==> config.mk <==
export PLATFORM = sky130hd
export DESIGN_NAME = core_frame_loader
export DESIGN_NICKNAME = d
export VERILOG_FILES = /design/src/rtl/core_frame_loader_pkg.sv /design/src/rtl/core_frame_loader_frame_serializer.sv /design/src/rtl/core_frame_loader.sv
export SDC_FILE = /design/constraint.sdc
export NUM_CORES = 1
export LEC_CHECK = 0
export ABC_AREA = 1
export CORE_MARGIN = 8
export CORE_UTILIZATION = 25
export DETAILED_ROUTE_END_ITERATION = 7
export PLACE_DENSITY = 0.54
export SLEW_MARGIN = 20
export SYNTH_ARGS = -nofsm -noshare
export SYNTH_HDL_FRONTEND = slang
export SYNTH_SLANG_ARGS = --single-unit
==> constraint.sdc <==
create_clock -name clk -period 15.6 [get_ports clk]
set_clock_uncertainty 0.15 [all_clocks]
set_input_delay 1.56 -clock clk [delete_from_list [all_inputs] [get_ports clk]]
set_output_delay 1.56 -clock clk [all_outputs]
set_load 0.02 [all_outputs]
==> src/rtl/core_frame_loader_pkg.sv <==
// Shared definitions for the per-core frame loader: default frame geometry,
// frame-bus slicing helpers and the loader state encoding.
package core_frame_loader_pkg;

  localparam int DEF_INSN_WIDTH  = 16;
  localparam int DEF_FRAME_INSNS = 16;
  localparam int DEF_R0_WIDTH    = 8;

  // Bit offset of instruction k inside the broadcast frame bus.
  function automatic int insnLsb(input int k, input int insnWidth);
    return k * insnWidth;
  endfunction

  typedef enum logic [1:0] {
    ST_IDLE = 2'd0,
    ST_LOAD = 2'd1,
    ST_RUN  = 2'd2
  } loaderState_t;

endpackage

==> src/rtl/core_frame_loader_frame_serializer.sv <==
// Latches one broadcast frame and streams it into the instruction memory,
// one word per cycle, starting at address 0 on the cycle after the load.
module core_frame_loader_frame_serializer
  import core_frame_loader_pkg::*;
#(
  parameter int INSN_WIDTH  = DEF_INSN_WIDTH,
  parameter int FRAME_INSNS = DEF_FRAME_INSNS,
  parameter int ADDR_W      = $clog2(FRAME_INSNS)
) (
  input  logic                              clk,
  input  logic                              reset,
  input  logic                              i_load,
  input  logic [FRAME_INSNS*INSN_WIDTH-1:0] i_frame,
  output logic                              o_imemWe,
  output logic [ADDR_W-1:0]                 o_imemAddr,
  output logic [INSN_WIDTH-1:0]             o_imemWdata,
  output logic                              o_lastWrite
);

  localparam logic [ADDR_W:0] LAST_IDX = (ADDR_W+1)'(FRAME_INSNS - 1);

  logic [INSN_WIDTH-1:0] r_buf [FRAME_INSNS];
  logic [ADDR_W:0]       r_wcnt;
  logic [ADDR_W-1:0]     w_nextAddr;

  assign w_nextAddr  = r_wcnt[ADDR_W-1:0] + ADDR_W'(1);
  assign o_lastWrite = o_imemWe && (r_wcnt == LAST_IDX);

  always_ff @(posedge clk) begin
    if (i_load) begin
      for (int k = 0; k < FRAME_INSNS; k++) begin
        r_buf[k] <= i_frame[insnLsb(k, INSN_WIDTH) +: INSN_WIDTH];
      end
    end
  end

  // Word 0 comes straight off the bus on the load edge so the first write
  // lands on the very next cycle; later words come only from the buffer.
  always_ff @(posedge clk) begin
    if (!reset) begin
      r_wcnt      <= '0;
      o_imemWe    <= 1'b0;
      o_imemAddr  <= '0;
      o_imemWdata <= '0;
    end else if (i_load) begin
      r_wcnt      <= '0;
      o_imemWe    <= 1'b1;
      o_imemAddr  <= '0;
      o_imemWdata <= i_frame[INSN_WIDTH-1:0];
    end else if (o_imemWe) begin
      if (r_wcnt == LAST_IDX) begin
        o_imemWe <= 1'b0;
      end else begin
        r_wcnt      <= r_wcnt + (ADDR_W+1)'(1);
        o_imemAddr  <= w_nextAddr;
        o_imemWdata <= r_buf[w_nextAddr];
      end
    end
  end

endmodule

==> src/rtl/core_frame_loader.sv <==
// Per-core frame loader: accepts a scheduler frame, writes it into the core's
// instruction memory, optionally seeds R0, launches the core, waits for halt.
module core_frame_loader
  import core_frame_loader_pkg::*;
#(
  parameter int INSN_WIDTH  = DEF_INSN_WIDTH,
  parameter int FRAME_INSNS = DEF_FRAME_INSNS,
  parameter int R0_WIDTH    = DEF_R0_WIDTH,
  localparam int ADDR_W     = $clog2(FRAME_INSNS)
) (
  input  logic                              clk,
  input  logic                              reset,
  input  logic                              start,
  input  logic [FRAME_INSNS*INSN_WIDTH-1:0] insn_data,
  input  logic                              init_r0_vect,
  input  logic [R0_WIDTH-1:0]               init_r0,
  input  logic                              core_halt,
  output logic                              ready,
  output logic                              imem_we,
  output logic [ADDR_W-1:0]                 imem_addr,
  output logic [INSN_WIDTH-1:0]             imem_wdata,
  output logic                              r0_we,
  output logic [R0_WIDTH-1:0]               r0_wdata,
  output logic                              core_run
);

  loaderState_t r_state;
  logic         r_firstFrame;
  logic         w_accept;
  logic         w_lastWrite;

  assign w_accept = (r_state == ST_IDLE) && start;

  core_frame_loader_frame_serializer #(
    .INSN_WIDTH  (INSN_WIDTH),
    .FRAME_INSNS (FRAME_INSNS),
    .ADDR_W      (ADDR_W)
  ) u_serializer (
    .clk         (clk),
    .reset       (reset),
    .i_load      (w_accept),
    .i_frame     (insn_data),
    .o_imemWe    (imem_we),
    .o_imemAddr  (imem_addr),
    .o_imemWdata (imem_wdata),
    .o_lastWrite (w_lastWrite)
  );

  // start drops only between tasks, so any low cycle re-arms the R0 seed
  // for the next accepted frame.
  always_ff @(posedge clk) begin
    if (!reset) begin
      r_state      <= ST_IDLE;
      ready        <= 1'b1;
      r0_we        <= 1'b0;
      r0_wdata     <= '0;
      core_run     <= 1'b0;
      r_firstFrame <= 1'b1;
    end else begin
      r0_we    <= 1'b0;
      core_run <= 1'b0;
      if (!start) begin
        r_firstFrame <= 1'b1;
      end
      case (r_state)
        ST_IDLE: begin
          if (start) begin
            ready        <= 1'b0;
            r_state      <= ST_LOAD;
            r_firstFrame <= 1'b0;
            if (r_firstFrame && init_r0_vect) begin
              r0_we    <= 1'b1;
              r0_wdata <= init_r0;
            end
          end
        end
        ST_LOAD: begin
          if (w_lastWrite) begin
            core_run <= 1'b1;
            r_state  <= ST_RUN;
          end
        end
        ST_RUN: begin
          // A halt still asserted from the previous frame overlaps the
          // launch cycle, so it is only honoured once core_run has dropped.
          if (!core_run && core_halt) begin
            ready   <= 1'b1;
            r_state <= ST_IDLE;
          end
        end
        default: begin
          r_state <= ST_IDLE;
          ready   <= 1'b1;
        end
      endcase
    end
  end

endmodule

==> impl_metrics.yaml, run 1 <==
outcome:
  outcome: "finished clean"
worst_setup_path:
  cp_max_fo: 176
  critPathSlowestCell: "buf_12"
  critical_path_class: "primary input to flop"
  crit_family: "buffers and inverters"
  cp-end-kind: "flop"
  required_ns: 15.83
  worstReg2RegStart: "u_serializer.o_imemAddr[0]$_SDFFE_PP0P_"
  setup.worst_path.start: "start"
  rr_worst_depth: 11
  reg2reg_to: "u_serializer.o_imemWdata[8]$_SDFFE_PN0P_"
  crit_path_cell_trace: "clkdlybuf4s50_1 > inv_1 > nor2_4 > buf_12 > inv_2 > nand2_2 > inv_2 > nand2_1 > a21oi_1"
  cp_common_cell: "inv_2"
  path_depth: 9
  crit_buf_inv: 5
  critical_path_arrival_ns: 4.31
  cp-start-kind: "primary input"
  slowest_delay_ns: 0.62
  rrSetupSlack_ns: 11.73
sta:
  post-route-period-util: 0.262
  tns_ns: 0
  hold_viol: 0
  slew_headroom: 0.297
  fmax_mhz: 245
  post-route-min-period_ns: 4.08
  postLayoutSetupSlackWorst_ns: 11.52
  setup_viol: 0
  rsz0062_at_grt: "false"
  worst_pin_slew_ns: 1.05
  slew_violations: 0
synth:
  synthCells: 1210
  ys_ff_latch: 292
  ys_async_sr_fraction: 0
  synth_cell_types: 24
  avgSynthCellArea_um2: 10.2
  synth_edf_count: 256
  synth_flop_cell: "edfxtp_1"
  ys_warn_count: 0
  syn_area_um2: 12300
  syn-num-nets: 1481
  yosysSeqAreaShare: 0.684
layout:
  drive_above_1_share: 0.0512
  postLayoutCoreUtil: 0.352
  finalNetCount: 1766
  stdcell_area_um2: 17200
  final-seq-area_um2: 8410
  nFillCells: 4873
  areaGrowthSynthToFinish_pct: 39.5
  multiInputGateArea_um2: 2980
clocking:
  clockRootBuffer: "clkbuf_16"
  cts_buffers: 37
  tritoncts: "built"
  ctsResizeCount: 0
  clock_tree.buffer_depth: 3
  clk_latency_ns: 0.53
  clk_transition_reported_paths_ns: 0.05
  cts_setup_buffers: 0
  cts_hold_buf: 0
  htree_levels: 2
  cts_sinks: 292
route:
  drtPass1Iterations: 5
  vias: 9129
  wirelength_um: 40300
  route.detailed.drc: 0
  drtIter0Drc: 535
  drtAntennaViolNets: 0
  vias_per_cell: 4.17
  wl_per_cell_um: 18.4
global_route:
  antenna_found_initial: 1
  grt_max_degree: 177
  grt-ovfl-total: 0
  first_global_vias: 9560
  grt.total_usage: 0.140
  grt_pass1_wl_um: 59600
power:
  leakagePower_nw: 6.91
  p_sw_uw: 495
  p_seq_frac: 0.460
  powerDensity_nw_per_um2: 118
  clkPwrFrac: 0.415
  peakVddDrop_mv: 0.0580
  intPower_mw: 1.53
  power_mw: 2.03
  power.share.switching: 0.245
  pwr-share-comb: 0.125
floorplan:
  num_rows: 81
  start_util: 0.252
  num_io_pins: 301
  fp.dieW_um: 238
  dieArea_um2: 56500
  die_y_um: 238
  core-area_um2: 48700
min_path:
  whs_endpoint: "r0_wdata[1]$_SDFFE_PN0P_"
  hold_path_class: "flop to flop"
  whs_path_depth: 2
  min_from: "r0_wdata[1]$_SDFFE_PN0P_"
run:
  drv_cap: 0
placement:
  gp_congestion: 0.758
  hpwl_um: 28200
  placed_area_um2: 15900
  pre_cts_slack_ns: 10.96
  numPortBuffers: 300
-- per-layer routing --
metal | vias to the layer above | GRT usage | part of all wire | wire, um
li1 | 4515 | - | - | -
met1 | 4319 | 0.175 | 0.43 | 17400
met2 | 246 | 0.238 | 0.49 | 19600
met3 | 49 | 0.0349 | 0.059 | 2390
met4 | 0 | 0.0399 | 0.021 | 849
met5 | - | 0 | 0 | 0
-- power by group through the flow --
| stage | clock network [mW] | logic [mW] | registers (mW) |
|---|---|---|---|
| 2_1_floorplan | 0 | 0.115 | 0.958 |
| 3_3_place_gp | 0 | 0.255 | 0.947 |
| 3_5_place_dp | 0 | 0.257 | 0.948 |
| 4_1_cts | 0.867 | 0.259 | 0.932 |
| 5_1_grt | 0.895 | 0.282 | 0.937 |
| 6_report | 0.841 | 0.253 | 0.931 |
-- logic make-up (layout without fill, tap and decap cells) --
family | count (synthesis) | after routing | share of synthesized area
adders and majority gates | 2 | 2 | 0.00204
and+or+nand+nor | 621 | 621 | 0.209
buffers and inverters | 233 | 547 | 0.0765
DFF | 292 | 292 | 0.684
xor gates and xnor gates | 3 | 3 | 0.00428
AOI/OAI and AO/OA | 59 | 59 | 0.0242
other | 0 | 1 | 0
-- worst max path at each step --
stage / end / slack [ns]
after floorplan: r0_wdata[0]$_SDFFE_PN0P_ / 5.34
after global routing: u_serializer.o_imemWdata[8]$_SDFFE_PN0P_ / 11.30
final: u_serializer.o_imemWdata[9]$_SDFFE_PN0P_ / 11.52
after CTS: imem_addr[0] / 11.50
after detailed placement: u_serializer.o_imemWdata[9]$_SDFFE_PN0P_ / 10.96
after global placement: u_serializer.r_buf[4][4]$_DFFE_PP_ / 11.07
-- per-stage QoR --
| stage | hold slack, ns | std cells |
|---|---|---|
| CTS | 0.298 | 2188 |
| detailed placement | 0.289 | 2120 |
| floorplan | 0.279 | 1210 |
| global placement | 0.283 | 2120 |
| global route | 0.328 | 2188 |
| finish | 0.297 | 2189 |
-- sequential cells by signal, summed over array words and instances (netlist names), 2 cells and up --
| signal | flops |
|---|---|
| r0_wdata | 8 |
| r_state | 2 |
| u_serializer.o_imemAddr | 3 |
| u_serializer.o_imemWdata | 16 |
| u_serializer.r_buf | 256 |
| u_serializer.r_wcnt | 2 |
-- synthesized netlist by cell type (5+ instances only) --
library cell | instances | area, um^2
buf_2 | 34 | 170
buf_4 | 5 | 37.5
nand2_1 | 429 | 1610
dfxtp_1 | 36 | 721
inv_1 | 165 | 619
nor2_1 | 8 | 30.0
o21ai_0 | 24 | 120
inv_2 | 5 | 18.8
nand3_1 | 179 | 896
clkbuf_1 | 20 | 75.1
edfxtp_1 | 256 | 7690
a21oi_1 | 31 | 155
-- placed cells by master (no fill, tap or decap), drive strengths merged --
cell and n:
a21oi 31, buf 8, bufinv 3, clkbuf 43, clkdlybuf4s50 300, clkinv 17, clkinvlp 5, dfxtp 36
diode 1, edfxtp 256, ha 2, inv 171, nand2 430, nand3 180, nor2 9, nor3 2
o211ai 1, o21ai 27, xnor2 1, xor2 2
-- worst min-delay path, stage by stage (launching register included) --
cell	delay [ns]
dfxtp_1	0.31
inv_1	0.05
a21oi_1	0.05
-- final cells by class --
type                            count  area share
Sequential cell                   292       0.490
Timing Repair Buffer              308       0.179
Multi-Input combinational cell    685       0.174
Clock buffer                       43      0.0578
Tap cell                          664      0.0484
Inverter                          171      0.0379
Clock inverter                     25      0.0123
Antenna cell                        1    0.000146
(Power assumes the default switching activity.)
==> run 2, diff against run 1 <==
Settings changed: PLACE_DENSITY 0.54 to 0.56.
Clock period 15.6 ns to 3.5 ns, I/O delays scaled along.
==> run 2 against run 1 <==
Sequential share of layout area decreased by 0.31 points. Utilization increased by 0.23 points. Largest cell class unchanged. Critical path depth decreased by 7. Sequential power grew to 4.4 times the previous value. Final area is 0.64% higher. Final cell count grew 0.37%. Flip-flop and latch count did not move. Highest routed layer is now met5. Via count is 2.3% higher. Largest power group unchanged. Critical path type is now flop to output pin. Combinational power rose to 4.7 times the previous value.
==> impl_metrics.yaml, run 2 (same netlist as run 1, synthesis figures left out) <==
floorplan:
  num_rows: 81
  fp.dieW_um: 238
  num_io_pins: 301
  die_y_um: 238
  dieArea_um2: 56500
  core-area_um2: 48700
  start_util: 0.252
power:
  power_mw: 9.13
  peakVddDrop_mv: 0.255
  powerDensity_nw_per_um2: 529
  leakagePower_nw: 6.96
layout:
  drive_above_1_share: 0.0608
  mostFrequentLayoutCell: "nand2_1"
  layout_common_cells: "nand2_1 (429), clkdlybuf4s50_1 (300), edfxtp_1 (256)"
  areaGrowthSynthToFinish_pct: 40.4
  final-seq-area_um2: 8410
  reg_top3: "u_serializer.r_buf (256), u_serializer.o_imemWdata (16), r0_wdata (8)"
  multiInputGateArea_um2: 2990
  finalNetCount: 1775
  postLayoutCoreUtil: 0.354
  top_register: "u_serializer.r_buf"
  largest_reg_flops: 256
  nFillCells: 4861
sta:
  rsz0062_at_grt: "false"
  hold_ws_ns: 0.197
  slew_violations: 0
  fmax_mhz: 335
  worst_pin_slew_ns: 1.01
  post-route-period-util: 0.854
  hold_viol: 0
  post-route-min-period_ns: 2.99
  slew_headroom: 0.326
  setup_viol: 0
clocking:
  clk_transition_reported_paths_ns: 0.06
  cts_sinks: 292
  cts_setup_buffers: 0
  cts_buffers: 35
  htree_levels: 2
  tritoncts: "built"
  clockRootBuffer: "clkbuf_16"
  clk_latency_ns: 0.54
  ctsResizeCount: 0
  clock_tree.buffer_depth: 3
  cts_hold_buf: 0
run:
  drv_cap: 0
global_route:
  first_global_vias: 9667
  grt-ovfl-total: 0
  grt_pass1_wl_um: 61300
  antenna_found_initial: 6
  grt.total_usage: 0.146
  grt_max_degree: 94
min_path:
  whs_endpoint: "r_firstFrame$_SDFF_PN1_"
  min_from: "start"
  whs_path_depth: 2
  hold_path_class: "primary input to flop"
worst_setup_path:
  cp-start-kind: "flop"
  rrSetupSlack_ns: 1.04
  critical_path_class: "flop to output pin"
  worstReg2RegStart: "u_serializer.o_imemAddr[1]$_SDFFE_PP0P_"
  cp-end-kind: "output pin"
  critical_path_arrival_ns: 2.49
  slowest_delay_ns: 0.78
  cp_max_fo: 90
  crit_path_cell_trace: "buf_4 > clkdlybuf4s50_1"
  critPathSlowestCell: "clkdlybuf4s50_1"
  required_ns: 3.00
  rr_worst_depth: 10
  reg2reg_to: "u_serializer.o_imemWdata[9]$_SDFFE_PN0P_"
outcome:
  outcome: "finished clean"
route:
  drtIter0Drc: 839
  drtPass1Iterations: 5
  wirelength_um: 42200
  vias: 9340
  route.detailed.drc: 0
  drtAntennaViolNets: 0
  wl_per_cell_um: 19.2
  vias_per_cell: 4.25
placement:
  hpwl_um: 31400
  gp_congestion: 0.775
  numPortBuffers: 300
run 2: cell count changes in the layout (fill, tap and decap cells not counted), sizes merged:
cell / delta
clkbuf: -2
clkinv: -8
bufinv: +2
clkinvlp: +2
inv: +1
buf: +11
diode: +2
run 2: metrics by stage:
stage	setup slack (ns)	instance area [um^2]	TNS (ns)	std cells
final	0.512	17300	0	2197
after global routing	0.367	17300	0	2197
after CTS	0.432	17300	0	2194
after detailed placement	0.903	16100	0	2131
after global placement	0.913	16100	0	2131
after floorplan	-2.24	12300	-416.10	1210
run 2: area by class of cell:
type | instances | area share
Antenna cell | 3 | 0.000435
Clock buffer | 41 | 0.0545
Clock inverter | 22 | 0.0150
Inverter | 171 | 0.0378
Multi-Input combinational cell | 685 | 0.173
Sequential cell | 292 | 0.487
Tap cell | 664 | 0.0481
Timing Repair Buffer | 319 | 0.184
run 2: where the power goes:
group          total, mW  switching (mW)  internal (mW)
clock network       3.80            1.49           2.31
logic               1.19           0.671          0.516
registers           4.14          0.0842           4.06
total               9.13            2.24           6.89
run 2: layer usage:
metal / part of all wire / vias to the layer above / global-route usage
li1: - / 4536 / -
met2: 0.48 / 320 / 0.245
met4: 0.027 / 4 / 0.0507
met5: 0.00064 / - / 0
met3: 0.071 / 60 / 0.0369
met1: 0.42 / 4420 / 0.180
run 2: critical path, delay by kind of cell, from the launching register on:
kind / cells / cell delay (ns)
buffers and inverters: 2 / 1.55
DFF: 1 / 0.39
run 2: worst max-delay path by stage:
stage / start / to / slack (ns)
2_1_floorplan: r_state[1]$_SDFFE_PN0P_ / r0_wdata[0]$_SDFFE_PN0P_ / -2.24
3_3_place_gp: start / u_serializer.r_buf[7][1]$_DFFE_PP_ / 0.91
3_5_place_dp: start / u_serializer.r_buf[11][9]$_DFFE_PP_ / 0.90
4_1_cts: u_serializer.o_imemAddr[0]$_SDFFE_PP0P_ / imem_addr[0] / 0.43
5_1_grt: u_serializer.o_imemAddr[0]$_SDFFE_PP0P_ / imem_addr[0] / 0.37
6_report: u_serializer.o_imemAddr[0]$_SDFFE_PP0P_ / imem_addr[0] / 0.51
